## src/rtl/fifo_pkg.sv

```systemverilog
// Shared types and helpers for the single-clock FIFO: pointer wrap function
// and the grouped status-flag struct.
package fifo_pkg;

  typedef struct packed {
    logic full;
    logic empty;
    logic almost_full;
    logic almost_empty;
  } fifo_status_t;

  // Wrap by explicit compare so non-power-of-two depths never touch unused slots.
  function automatic int unsigned ptr_next(input int unsigned ptr, input int unsigned depth);
    if (ptr == depth - 32'd1) begin
      return 32'd0;
    end else begin
      return ptr + 32'd1;
    end
  endfunction

endpackage

```

## src/rtl/sync_fifo_ram.sv

```systemverilog
// DEPTH x DATA_WIDTH register array with one write port and one read port
// that is registered (FWFT = 0) or combinational (FWFT = 1).
module sync_fifo_ram
  import fifo_pkg::*;
#(
  parameter int DEPTH      = 8,
  parameter int DATA_WIDTH = 8,
  parameter int PTR_WIDTH  = $clog2(DEPTH),
  parameter int FWFT       = 0
) (
  input  logic                  clk,
  input  logic                  rst_n,
  input  logic                  we,
  input  logic [PTR_WIDTH-1:0]  waddr,
  input  logic [DATA_WIDTH-1:0] wdata,
  input  logic                  re,
  input  logic [PTR_WIDTH-1:0]  raddr,
  output logic [DATA_WIDTH-1:0] rdata
);

  logic [DATA_WIDTH-1:0] mem_q [DEPTH];

  // Storage write port; contents are deliberately not reset.
  always_ff @(posedge clk) begin
    if (we) begin
      mem_q[waddr] <= wdata;
    end
  end

  if (FWFT == 0) begin : g_reg_read
    logic [DATA_WIDTH-1:0] rdata_q;

    // Registered read port, cleared by reset so stale words never escape.
    always_ff @(posedge clk or negedge rst_n) begin
      if (!rst_n) begin
        rdata_q <= {DATA_WIDTH{1'b0}};
      end else if (re) begin
        rdata_q <= mem_q[raddr];
      end else begin
        rdata_q <= rdata_q;
      end
    end

    assign rdata = rdata_q;
  end else begin : g_comb_read
    logic unused_s;
    assign unused_s = &{1'b0, re, rst_n};
    assign rdata    = mem_q[raddr];
  end

endmodule

```

## src/rtl/sync_fifo.sv

```systemverilog
// Single-clock FIFO of any depth with occupancy count, programmable
// almost-full/almost-empty thresholds, sticky error flags and optional FWFT.
module sync_fifo
  import fifo_pkg::*;
#(
  parameter int DEPTH      = 8,
  parameter int DATA_WIDTH = 8,
  parameter int PTR_WIDTH  = $clog2(DEPTH),
  parameter int FWFT       = 0,
  parameter int AF_THRESH  = DEPTH - 1,
  parameter int AE_THRESH  = 1
) (
  input  logic                  clk,
  input  logic                  rst_n,
  input  logic                  w_en,
  input  logic [DATA_WIDTH-1:0] data_in,
  input  logic                  r_en,
  output logic [DATA_WIDTH-1:0] data_out,
  output logic                  rd_valid,
  output logic                  full,
  output logic                  empty,
  output logic                  almost_full,
  output logic                  almost_empty,
  output logic [PTR_WIDTH:0]    count,
  output logic                  overflow,
  output logic                  underflow,
  input  logic                  clr_err
);

  localparam int CW = PTR_WIDTH + 1;

  if (DEPTH < 2) begin : g_bad_depth
    $error("sync_fifo: DEPTH must be >= 2");
  end
  if (AF_THRESH < 1 || AF_THRESH > DEPTH) begin : g_bad_af
    $error("sync_fifo: AF_THRESH out of range 1..DEPTH");
  end
  if (AE_THRESH < 0 || AE_THRESH > DEPTH - 1) begin : g_bad_ae
    $error("sync_fifo: AE_THRESH out of range 0..DEPTH-1");
  end
  if (AE_THRESH >= AF_THRESH) begin : g_bad_order
    $error("sync_fifo: AE_THRESH must be below AF_THRESH");
  end

  logic [PTR_WIDTH-1:0]  wr_ptr_q, wr_ptr_d, rd_ptr_q, rd_ptr_d;
  logic [CW-1:0]         count_q, count_d;
  logic                  overflow_q, overflow_d, underflow_q, underflow_d;
  logic                  rd_valid_q, rd_valid_d;
  logic                  wr_acc_s, rd_acc_s;
  logic [DATA_WIDTH-1:0] ram_rdata_s;
  fifo_status_t          status_s;

  // Flags decode straight from the registered count: no extra latency.
  assign status_s.full         = (count_q == CW'(DEPTH));
  assign status_s.empty        = (count_q == CW'(0));
  assign status_s.almost_full  = (count_q >= CW'(AF_THRESH));
  assign status_s.almost_empty = (count_q <= CW'(AE_THRESH));

  assign wr_acc_s = w_en & ~status_s.full;
  assign rd_acc_s = r_en & ~status_s.empty;

  // Next-state for pointers, occupancy, sticky errors and read-valid pulse.
  always_comb begin
    wr_ptr_d    = wr_ptr_q;
    rd_ptr_d    = rd_ptr_q;
    count_d     = count_q;
    rd_valid_d  = rd_acc_s;
    overflow_d  = (w_en & status_s.full)  | (overflow_q  & ~clr_err);
    underflow_d = (r_en & status_s.empty) | (underflow_q & ~clr_err);
    if (wr_acc_s) begin
      wr_ptr_d = PTR_WIDTH'(ptr_next(32'(wr_ptr_q), 32'(DEPTH)));
    end else begin
      wr_ptr_d = wr_ptr_q;
    end
    if (rd_acc_s) begin
      rd_ptr_d = PTR_WIDTH'(ptr_next(32'(rd_ptr_q), 32'(DEPTH)));
    end else begin
      rd_ptr_d = rd_ptr_q;
    end
    if (wr_acc_s && !rd_acc_s) begin
      count_d = count_q + CW'(1);
    end else if (rd_acc_s && !wr_acc_s) begin
      count_d = count_q - CW'(1);
    end else begin
      count_d = count_q;
    end
  end

  // State registers.
  always_ff @(posedge clk or negedge rst_n) begin
    if (!rst_n) begin
      wr_ptr_q    <= {PTR_WIDTH{1'b0}};
      rd_ptr_q    <= {PTR_WIDTH{1'b0}};
      count_q     <= {CW{1'b0}};
      overflow_q  <= 1'b0;
      underflow_q <= 1'b0;
      rd_valid_q  <= 1'b0;
    end else begin
      wr_ptr_q    <= wr_ptr_d;
      rd_ptr_q    <= rd_ptr_d;
      count_q     <= count_d;
      overflow_q  <= overflow_d;
      underflow_q <= underflow_d;
      rd_valid_q  <= rd_valid_d;
    end
  end

  sync_fifo_ram #(
    .DEPTH      (DEPTH),
    .DATA_WIDTH (DATA_WIDTH),
    .PTR_WIDTH  (PTR_WIDTH),
    .FWFT       (FWFT)
  ) u_ram (
    .clk   (clk),
    .rst_n (rst_n),
    .we    (wr_acc_s),
    .waddr (wr_ptr_q),
    .wdata (data_in),
    .re    (rd_acc_s),
    .raddr (rd_ptr_q),
    .rdata (ram_rdata_s)
  );

  // In fall-through mode the head word is masked while empty so stale
  // memory (e.g. after reset) never shows on data_out.
  if (FWFT != 0) begin : g_fwft_out
    logic unused_s;
    assign unused_s = rd_valid_q;
    assign data_out = status_s.empty ? {DATA_WIDTH{1'b0}} : ram_rdata_s;
    assign rd_valid = ~status_s.empty;
  end else begin : g_reg_out
    assign data_out = ram_rdata_s;
    assign rd_valid = rd_valid_q;
  end

  assign full         = status_s.full;
  assign empty        = status_s.empty;
  assign almost_full  = status_s.almost_full;
  assign almost_empty = status_s.almost_empty;
  assign count        = count_q;
  assign overflow     = overflow_q;
  assign underflow    = underflow_q;

endmodule
```

## config.mk

```make
export PLATFORM = sky130hd
export DESIGN_NAME = sync_fifo
export DESIGN_NICKNAME = d
export VERILOG_FILES = /design/src/rtl/fifo_pkg.sv /design/src/rtl/sync_fifo_ram.sv /design/src/rtl/sync_fifo.sv
export SDC_FILE = /design/constraint.sdc
export NUM_CORES = 1
export LEC_CHECK = 0
export CORE_MARGIN = 2
export CORE_UTILIZATION = 45
export DETAILED_ROUTE_END_ITERATION = 10
export HOLD_SLACK_MARGIN = 0.12
export PLACE_DENSITY = 0.73
export SLEW_MARGIN = 20
export SYNTH_ARGS = -nofsm -noshare
export SYNTH_HDL_FRONTEND = slang
export SYNTH_SLANG_ARGS = --single-unit
```

## constraint.sdc

```tcl
create_clock -name clk -period 2.3 [get_ports clk]
set_input_delay 0.46 -clock clk [delete_from_list [all_inputs] [get_ports clk]]
set_output_delay 0.46 -clock clk [all_outputs]
set_load 0.02 [all_outputs]
```

==> summary.md <==
| Metric | Value |
|---|---|
| Status | `finished clean` |
| Pleak | `1.61 nW` |
| R2r worst-path depth | `9` |
| Total negative slack | `0 ps` |
| Rows | `32` |
| Pre-CTS setup slack | `24.5 ps` |
| Via count | `slightly above 2000` |
| Initial Util | `0.458` |
| Worst relative slew slack | `0.475` |
| Final hold viol count | `0` |
| Synth Area in Adders | `0.0322` |
| Die X | `slightly above 90 um` |
| CP arrival | `roughly 1700 ps` |
| CTS Buf Count | `9` |
| Crit start category | `register` |
| Top_reg_cell synth | `edfxtp_1` |
| I/O Pins | `32` |
| Ys async rst share | `0.247` |
| Syn Nets | `around 240` |
| Final setup skew | `5.16 ps` |
| Fill cell count | `620` |
| IO Port Bufs | `31` |
| Mean Syn Cell Area | `15.9 um2` |
| Highest routed layer | `met4` |
| Via/cell ratio | `5.38` |
| Power per cell area | `1260 mW/mm2` |
| Min cycle time layout | `between 2000 and 2500 ps` |
| Crit end category | `primary output` |
| Yosys cell types | `30` |
| Core ar. | `0.00765 mm2` |
| Post-synth EDFFs | `64` |
| Combinational share of power | `0.390` |
| Area Overhead vs Synth | `21.2%` |
| Hold buffer count at cts | `0` |
| Sw frac | `0.342` |
| Wire length on met2 | `3330 um` |
| Cells after synthesis | `220` |
| Share of cells above drive strength 1 | `0.217` |
| Kind of critical path | `reg2out` |
| Layout Nets | `293` |
| Crit share post-route | `0.928` |
| N_diodes | `0` |
| Worst Setup SP | `count[1]$_DFFE_PN0P_` |
| CP Max Fanout | `4` |
| Clk buf depth | `2` |
| Clk_lat worst skew | `340 ps` |
| Worst hold path class | `in2async` |
| Yosys top cell by area | `edfxtp_1` |
| RD Place Congestion | `0.791` |
| Clock Power Share | `0.196` |
| Post-Syn Area | `0.00350 mm2` |
| Synth top area cells | `edfxtp_1 (55%), dfrtp_1 (15%), mux2_2 (6.8%)` |
| Seq. cell area | `~0.0024 mm2` |
| CTS tree | `built` |
| DRT met1 WL | `around 3300 um` |
| Compound-Gate Fraction of Synth Area | `0.0768` |
| Met3 routed WL | `357 um` |
| Area of the multi-input gates | `992 um2` |
| Simple-gate share of the synthesized area | `0.0440` |
| RSZ-0062 raised after global routing | `no` |
| GRT Util Overall | `0.179` |
| Flop-to-flop setup slack | `250 ps` |
| Maximum VDD drop | `about 0.54 mV` |
| FMAX | `468 MHz` |
| Largest net degree at the start of global routing | `36` |
| CTS sink cnt | `85` |
| Worst r2r dst | `count[3]$_DFFE_PN0P_` |
| First-pass GRT wire length | `11100 um` |
| Final Max Tran Viols | `0` |
| Die Ht | `a little over 90 um` |
| Max Cap Violations | `0` |
| Synth warn | `0` |
| Final wirelength | `around 7000 um` |
| Top cell type's share of synthesized area | `0.549` |
| Initial antenna violation count | `0` |
| H-tree depth | `3` |
| CP Capture Point | `empty` |
| Seq cells post-synth | `85` |
| Gr ovfl total | `0` |
| Setup bufs post-CTS | `0` |
| NetSw | `between 1.5 and 2 mW` |
| Vias in the first global route | `2067` |
| Initial DRC count | `178` |
| Largest family of logic cells by synthesized area | `multiplexers` |
| Drt wl/cell | `18.5 um` |
| Cell-internal power | `approximately 3.5 mW` |
| Post-synthesis xor/xnor area fraction | `0.0100` |
| Post-DRT Antenna Nets | `0` |
| CTS clock-pin slew for the worst setup and hold paths | `90 ps` |
| R2R Path Start | `count[1]$_DFFE_PN0P_` |
| Mux share of post-synthesis cell area | `0.116` |
| Part of the power in registers | `0.414` |
| Setup WS post-layout | `approximately 160 ps` |
| Final HPWL DP | `4320 um` |
| DR pass1 iterations | `4` |
| Number of remaining DRC errors | `0` |
| Sequential cell area fraction in the yosys report | `0.699` |
| Die area | `0.00850 mm2` |
| Root Buffer | `clkbuf_8` |
| Setup Viol. Count Final | `0` |
| Slew @ Worst Pin | `just under 800 ps` |
| Req. time, crit path | `1840 ps` |
## layout by cell type, fill, tap and decap left out, drive strengths merged, types with 2 or more instances in the layout
cell,instances
ha,9
xor2,3
clkbuf,9
mux2,21
nand2,4
nor2b,2
inv,9
a22o,10
o21ai,11
o22ai,8
nor2,8
buf,17
nor3,5
nand2b,5
o31ai,8
dfrtp,21
mux2i,17
edfxtp,64
clkinv,3
clkdlybuf4s50,27
dlygate4sd2,3
## cell type report
cell class,instances,area share
clock inverters,7,0.0174
multi-input cells,120,0.234
inverters,7,0.00619
repair buffers,48,0.106
well taps,102,0.0301
flip-flops and latches,85,0.577
clock buffers,9,0.0292
## how the worst min path moves through the flow
stage                                    from                    to  slack (ps)  cells past startpoint
after global placement     overflow$_DFF_PN0_    overflow$_DFF_PN0_         490                      1
after global routing                    rst_n    overflow$_DFF_PN0_         480                      2
after floorplan                         rst_n  count[0]$_DFFE_PN0P_         160                      0
after CTS                               rst_n    overflow$_DFF_PN0_         470                      2
final                                   rst_n   underflow$_DFF_PN0_         470                      2
after detailed placement  underflow$_DFF_PN0_   underflow$_DFF_PN0_         500                      1
## worst max-delay path, stage by stage (launching register included)
cell           delay [ps]
dfrtp_2               410
inv_1                 100
ha_1                  170
nor3b_2               280
dlygate4sd2_1         380
## routing by layer
| metal | vias to the layer above | global-route usage |
|---|---|---|
| met5 | - | 0 |
| met2 | 60 | 0.279 |
| met3 | 5 | 0.0337 |
| li1 | 946 | - |
| met1 | 1023 | 0.255 |
| met4 | 0 | 0.0622 |
## flip-flops by register name (all words and copies together), names as in the netlist
signal / count
u_ram.mem_q: 64
u_ram.rdata: 8
count: 4
rd_ptr_q: 3
wr_ptr_q: 3
overflow: 1
rd_valid: 1
underflow: 1
## logic make-up (layout without fill, tap and decap cells)
family,Yosys count,after routing
multiplexers,38,38
adder cells (fa/ha/maj),9,9
flip-flops,85,85
AO/OA/AOI/OAI,39,39
AND/OR/NAND/NOR,30,30
buffers and inverters,15,71
XOR/XNOR,4,4
## power by group through the flow
stage | Sequential (mW) | Combinational, mW | Clock, mW
2_1_floorplan | 2.37 | 1.17 | 0
3_3_place_gp | 2.22 | 2.04 | 0
3_5_place_dp | 2.24 | 2.09 | 0
4_1_cts | 2.21 | 2.09 | 1.07
5_1_grt | 2.25 | 2.26 | 1.12
6_report | 2.21 | 2.08 | 1.04
## synthesized netlist by cell type (3+ instances only)
cell type,n
mux2_2,21
buf_4,3
nand2b_1,5
nand2_1,4
o31ai_1,8
edfxtp_1,64
a22o_1,10
ha_1,9
o22ai_1,8
o21ai_0,11
dfrtp_1,21
mux2i_1,17
nor3_1,5
inv_1,7
nor2_1,8
xor2_1,3
## through the flow
stage,hold WS (ps),power [mW],instances,utilization,instance area (um2)
floorplan,164,3.54,220,-,3510
global placement,491,4.26,362,0.528,4040
detailed placement,500,4.33,362,0.528,4040
CTS,471,5.37,378,0.554,4240
global route,481,5.64,378,0.555,4240
finish,475,5.33,378,0.555,4240
## repair_timing
item / 4_1_cts / 5_1_grt
setup endpoints to repair: 3 / 1
pin swaps: 0 / 0
resized for setup: 4 / 1
Power figures use the tool's default switching activity.
